==> config.mk <==
export PLATFORM = sky130hd
export DESIGN_NAME = alu_seq_ctrl
export DESIGN_NICKNAME = d
export VERILOG_FILES = /design/src/rtl/alu_seq_pkg.sv /design/src/rtl/load_debounce.sv /design/src/rtl/alu_seq_ctrl.sv
export SDC_FILE = /design/constraint.sdc
export NUM_CORES = 1
export LEC_CHECK = 0
export CORE_MARGIN = 2
export CORE_UTILIZATION = 45
export CTS_CLUSTER_SIZE = 40
export DETAILED_ROUTE_END_ITERATION = 7
export PLACE_DENSITY = 0.67
export SYNTH_ARGS = -nofsm -noshare
export SYNTH_HDL_FRONTEND = slang
export SYNTH_HIERARCHICAL = 1
export SYNTH_SLANG_ARGS = --single-unit
export TNS_END_PERCENT = 100
==> constraint.sdc <==
create_clock -name clk -period 2.63 [get_ports clk]
set_clock_uncertainty 0.2 [all_clocks]
set_input_delay 0.263 -clock clk [delete_from_list [all_inputs] [get_ports clk]]
set_output_delay 0.263 -clock clk [all_outputs]
set_load 0.1 [all_outputs]
==> src/rtl/alu_seq_pkg.sv <==
// Shared opcodes, FSM state encodings and default widths for the sequenced ALU.
package alu_seq_pkg;

  localparam int NB_OP_DEF = 6;

  // MIPS funct-style opcodes
  localparam logic [5:0] OP_ADD = 6'b100000;
  localparam logic [5:0] OP_SUB = 6'b100010;
  localparam logic [5:0] OP_AND = 6'b100100;
  localparam logic [5:0] OP_OR  = 6'b100101;
  localparam logic [5:0] OP_XOR = 6'b100110;
  localparam logic [5:0] OP_NOR = 6'b100111;
  localparam logic [5:0] OP_SRA = 6'b000011;
  localparam logic [5:0] OP_SRL = 6'b000010;

  typedef enum logic [2:0] {
    ST_LOAD_A  = 3'd0,
    ST_LOAD_B  = 3'd1,
    ST_LOAD_OP = 3'd2,
    ST_EXEC    = 3'd3,
    ST_SHOW    = 3'd4
  } state_e;

endpackage

==> src/rtl/load_debounce.sv <==
// Load button conditioning: 2-flop synchroniser, stability counter, and
// rising-edge detector producing a single-cycle pulse per debounced press.
module load_debounce #(
  parameter int DB_CYCLES = 16
) (
  input  logic clk,
  input  logic i_rst_n,
  input  logic i_btn,
  output logic o_pulse
);

  localparam int CW = $clog2(DB_CYCLES);
  localparam logic [CW-1:0] CNT_LAST = CW'(DB_CYCLES - 1);

  logic          sync1_q;
  logic          sync2_q;
  logic          db_q;
  logic          edge_q;
  logic [CW-1:0] cnt_q;

  // NOTE: sequential state uses non-blocking assignments so every flop samples
  // the pre-edge value of its neighbours, which the synchroniser chain relies on.
  always_ff @(posedge clk) begin
    if (!i_rst_n) begin
      sync1_q <= 1'b0;
      sync2_q <= 1'b0;
      db_q    <= 1'b0;
      edge_q  <= 1'b0;
      cnt_q   <= '0;
    end else begin
      sync1_q <= i_btn;
      sync2_q <= sync1_q;
      edge_q  <= db_q;
      if (sync2_q == db_q) begin
        cnt_q <= '0;
      end else if (cnt_q == CNT_LAST) begin
        db_q  <= sync2_q;
        cnt_q <= '0;
      end else begin
        cnt_q <= cnt_q + CW'(1);
      end
    end
  end

  assign o_pulse = db_q & ~edge_q;

endmodule

==> src/rtl/alu_seq_ctrl.sv <==
// Button-sequenced ALU: capture A, B and opcode on successive debounced load
// presses, execute once, then display the registered result and flags.
module alu_seq_ctrl
  import alu_seq_pkg::*;
#(
  parameter int NB_DATA   = 8,
  parameter int NB_OP     = NB_OP_DEF,
  parameter int DB_CYCLES = 16
) (
  input  logic               clk,
  input  logic               i_rst_n,
  input  logic [NB_DATA-1:0] i_dato,
  input  logic               i_load,
  output logic [NB_DATA-1:0] o_result,
  output logic               o_zero,
  output logic               o_carry,
  output logic               o_ovf,
  output logic               o_err,
  output logic               o_valid,
  output logic [2:0]         o_state
);

  localparam int MSB = NB_DATA - 1;
  localparam logic [NB_DATA-1:0] SHAMT_LIMIT = NB_DATA'(NB_DATA);

  localparam logic [NB_OP-1:0] C_ADD = NB_OP'(OP_ADD);
  localparam logic [NB_OP-1:0] C_SUB = NB_OP'(OP_SUB);
  localparam logic [NB_OP-1:0] C_AND = NB_OP'(OP_AND);
  localparam logic [NB_OP-1:0] C_OR  = NB_OP'(OP_OR);
  localparam logic [NB_OP-1:0] C_XOR = NB_OP'(OP_XOR);
  localparam logic [NB_OP-1:0] C_NOR = NB_OP'(OP_NOR);
  localparam logic [NB_OP-1:0] C_SRA = NB_OP'(OP_SRA);
  localparam logic [NB_OP-1:0] C_SRL = NB_OP'(OP_SRL);

  state_e state_q, state_nxt;
  logic   load_pulse;

  logic [NB_DATA-1:0] a_q;
  logic [NB_DATA-1:0] b_q;
  logic [NB_OP-1:0]   op_q;

  logic [NB_DATA:0]          sum;
  logic [NB_DATA:0]          diff;
  logic signed [NB_DATA-1:0] sra_val;
  logic                      shamt_big;
  logic [NB_DATA-1:0]        alu_res;
  logic                      alu_carry;
  logic                      alu_ovf;
  logic                      alu_err;

  load_debounce #(
    .DB_CYCLES (DB_CYCLES)
  ) u_load_debounce (
    .clk     (clk),
    .i_rst_n (i_rst_n),
    .i_btn   (i_load),
    .o_pulse (load_pulse)
  );

  always_ff @(posedge clk) begin
    if (!i_rst_n) state_q <= ST_LOAD_A;
    else          state_q <= state_nxt;
  end

  // NOTE: defaulting every always_comb output before the case keeps
  // unlisted paths from inferring latches.
  always_comb begin
    state_nxt = state_q;
    case (state_q)
      ST_LOAD_A:  if (load_pulse) state_nxt = ST_LOAD_B;
      ST_LOAD_B:  if (load_pulse) state_nxt = ST_LOAD_OP;
      ST_LOAD_OP: if (load_pulse) state_nxt = ST_EXEC;
      ST_EXEC:    state_nxt = ST_SHOW;
      ST_SHOW:    if (load_pulse) state_nxt = ST_LOAD_A;
      default:    state_nxt = ST_LOAD_A;
    endcase
  end

  assign sum       = {1'b0, a_q} + {1'b0, b_q};
  assign diff      = {1'b0, a_q} - {1'b0, b_q};
  assign shamt_big = (b_q >= SHAMT_LIMIT);
  // Kept as its own signed assignment so >>> is not demoted to a logical shift.
  assign sra_val   = $signed(a_q) >>> b_q;

  always_comb begin
    alu_res   = '0;
    alu_carry = 1'b0;
    alu_ovf   = 1'b0;
    alu_err   = 1'b0;
    case (op_q)
      C_ADD: begin
        alu_res   = sum[MSB:0];
        alu_carry = sum[NB_DATA];
        alu_ovf   = (a_q[MSB] == b_q[MSB]) && (sum[MSB] != a_q[MSB]);
      end
      C_SUB: begin
        alu_res   = diff[MSB:0];
        alu_carry = diff[NB_DATA];
        alu_ovf   = (a_q[MSB] != b_q[MSB]) && (diff[MSB] != a_q[MSB]);
      end
      C_AND: alu_res = a_q & b_q;
      C_OR:  alu_res = a_q | b_q;
      C_XOR: alu_res = a_q ^ b_q;
      C_NOR: alu_res = ~(a_q | b_q);
      C_SRA: alu_res = shamt_big ? {NB_DATA{a_q[MSB]}} : sra_val;
      C_SRL: alu_res = shamt_big ? '0 : (a_q >> b_q);
      default: alu_err = 1'b1;
    endcase
  end

  always_ff @(posedge clk) begin
    if (!i_rst_n) begin
      a_q      <= '0;
      b_q      <= '0;
      op_q     <= '0;
      o_result <= '0;
      o_zero   <= 1'b0;
      o_carry  <= 1'b0;
      o_ovf    <= 1'b0;
      o_err    <= 1'b0;
      o_valid  <= 1'b0;
    end else begin
      case (state_q)
        ST_LOAD_A:  if (load_pulse) a_q  <= i_dato;
        ST_LOAD_B:  if (load_pulse) b_q  <= i_dato;
        ST_LOAD_OP: if (load_pulse) op_q <= i_dato[NB_OP-1:0];
        ST_EXEC: begin
          o_result <= alu_res;
          o_zero   <= (alu_res == '0);
          o_carry  <= alu_carry;
          o_ovf    <= alu_ovf;
          o_err    <= alu_err;
          o_valid  <= 1'b1;
        end
        ST_SHOW:    if (load_pulse) o_valid <= 1'b0;
        default: ;
      endcase
    end
  end

  assign o_state = state_q;

endmodule

==> metrics.yaml <==
finalMaxSlewViolations: 0
grt_pass1_wl_mm: 16.96
cts_post_setup_buffers_inserted: 0
ant_nets: 0
grt_max_degree: 32
status: "completed"
avgSynthCellArea_sq_um: 8.146
criticalPathCategory: "flip-flop to flip-flop"
synth_edf_count: 0
hold_path_class: "flip-flop to flip-flop"
worstPathArrival_ns: 2.66
dieArea_sq_um: 8713
fillCellCount: 711
drv_cap: 0
dp_hpwl_mm: 8.228
finalWeightedCongestion: 0.9895
yosysMostFrequentCell: "nor2_1"
hold_viol_final: 0
leakage_nw: 1.733
antenna_found_initial: 0
whs_ns: 0.2563
finalWirelength_mm: 10.71
grt_pass1_vias: 3295
startpoint_type: "flip-flop"
cts_sinks: 46
clk-insertion-delay-late_ns: 0.31
core_sq_um: 7727
cts-root-buf: "clkbuf_8"
syn_area_sq_um: 3592
yosysWarnings: 6
wl_per_cell_microns: 17.65
clock_path_buffers: 2
fmax_mhz: 380.9
drtIter0Drc: 228
synth_top_area_share_pct: 25.64
worst_slew_pin_slew_ns: 0.5680
ios: 27
synth_fp_nets: 480
ys_seq_area_share_pct: 25.64
crit_required_ns: 2.67
rsz0062_at_grt: "true"
power.density_nw_per_um2: 284.0
dr.pass1.iters: 4
h-tree-depth: 2
die_y_microns: 93.35
initial_core_util_pct: 46.49
netlist_instances: 441
synth_top_area_cell: "dfxtp_1"
ir_worst_vdd_v: 0.0002253
period_minus_slack_ns: 2.625
layout.nets: 543
synthArstFlopShare_pct: 0
cts_buffers: 5
worst_setup_path_end_kind: "flip-flop"
drive_gt1_share_pct: 26.14
setup_viol: 0
io_buffers: 26
cts_hold_buf: 0
cts_tree: "built"
ys_ff_latch: 46
viasPerCell: 5.778
drc: 0
globalRouteOverflowTotal: 0
antenna_cells: 0
clk_transition_reported_paths_ns: 0.09
areaGrowthSynthToFinish_pct: 24.90
relSlewSlack_pct: 62.08
setup_slack_ns: 0.004607
pre_cts_ws_ns: -0.04018
vias: 3507
fin_crit_sh_pct: 99.82
rows: 32
yosys-top-cells-count: "nor2_1, dfxtp_1, nand2_1"
synth.top_cells.by_area: "dfxtp_1, ha_1, mux2i_1"
track_usage_pct: 24.86
synth_cell_types: 75
die_w_microns: 93.35
path_max_fanout: 4
synth_ff_type: "dfxtp_1"
## final timing paths
kind                             from                  endpoint  slack, ns  depth (start not counted)
min reg2reg  u_load_debounce/cnt_q[0]  u_load_debounce/cnt_q[0]       0.26                          1
min          u_load_debounce/cnt_q[0]  u_load_debounce/cnt_q[0]       0.26                          1
max reg2reg                    b_q[0]                    o_zero      0.005                          9
max                            b_q[0]                    o_zero      0.005                          9
## area by class of cell
| type | instances | area, sq um | share of cell area (%) |
|---|---|---|---|
| Inverter | 27 | 117.6 | 2.621 |
| Tap cell | 102 | 127.6 | 2.844 |
| Clock inverter | 3 | 43.79 | 0.9760 |
| Sequential cell | 46 | 934.6 | 20.83 |
| Clock buffer | 5 | 68.82 | 1.534 |
| Multi-Input combinational cell | 343 | 2554 | 56.92 |
| Timing Repair Buffer | 81 | 640.6 | 14.28 |
## flip-flops by register name, indices dropped and copies added, names as in the netlist
| name | count |
|---|---|
| op_q | 6 |
| b_q | 8 |
| o_err | 1 |
| u_load_debounce/sync2_q | 1 |
| u_load_debounce/db_q | 1 |
| a_q | 8 |
| o_ovf | 1 |
| o_carry | 1 |
| o_state | 3 |
| u_load_debounce/edge_q | 1 |
| o_result | 8 |
| o_zero | 1 |
| u_load_debounce/cnt_q | 4 |
| u_load_debounce/sync1_q | 1 |
| o_valid | 1 |
## power breakdown
| part | switching, mW | internal, mW |
|---|---|---|
| sequential | 0.00102 | 0.696 |
| clock | 0.256 | 0.285 |
| combinational | 0.0179 | 0.0185 |
## repair_timing
item,CTS,global route
pin swaps,2,11
resized for setup,7,32
hold endpoints to repair,0,0
endpoints found under the setup margin,1,2
## layout by cell type, fill, tap and decap left out, drive strengths merged, types with 6 or more instances in the layout
| master | Yosys | routed |
|---|---|---|
| a211oi | 14 | 14 |
| nor2 | 51 | 51 |
| buf | 10 | 71 |
| nor2b | 10 | 10 |
| a31oi | 6 | 6 |
| mux2i | 27 | 27 |
| ha | 26 | 26 |
| a21oi | 31 | 31 |
| inv | 25 | 26 |
| xnor2 | 12 | 12 |
| dfxtp | 46 | 46 |
| nor3 | 16 | 16 |
| nand3 | 9 | 9 |
| o21ai | 15 | 15 |
| xor2 | 6 | 6 |
| nor3b | 7 | 7 |
| nand2 | 36 | 36 |
| clkdlybuf4s50 | 0 | 10 |
## metal layers
metal | GRT usage, % | part of all wire, % | vias up
li1 | - | - | 1691
met1 | 34.25 | 46 | 1678
met2 | 40.95 | 47 | 126
met3 | 3.384 | 5.6 | 12
met4 | 6.373 | 1.6 | 0
met5 | 0 | 0 | -
## stage by stage
stage                     std cells  power, mW  utilization [%]  setup TNS [ns]  cell area [sq um]
after CTS                       607      1.298            56.28               0               4349
final                           607      1.274            58.06               0               4487
after detailed placement        599     0.7514            54.52        -0.04018               4213
after global placement          599     0.7507            54.52        -0.01720               4213
after floorplan                 441     0.7259                -               0               3603
after global routing            607      1.325            58.06         -0.1199               4487
## worst max-delay path, stage by stage (launching register included)
cell and delay, ns:
dfxtp_4 0.38, ha_4 0.17, fa_2 0.38, a211oi_2 0.26, o21bai_1 0.14, a21oi_2 0.20, mux2i_1 0.11, xnor2_1 0.16
a2111o_1 0.41, o22ai_1 0.15
## kinds of logic after synthesis
| logic type | Yosys count | share of synthesized area, % |
|---|---|---|
| adder cells (fa/ha/maj) | 28 | 10.17 |
| buffers and inverters | 52 | 7.384 |
| AO/OA/AOI/OAI | 101 | 18.84 |
| multiplexers | 31 | 9.718 |
| flip-flops | 46 | 25.64 |
| AND/OR/NAND/NOR | 165 | 23.86 |
| XOR/XNOR | 18 | 4.389 |
(Power assumes the default switching activity.)
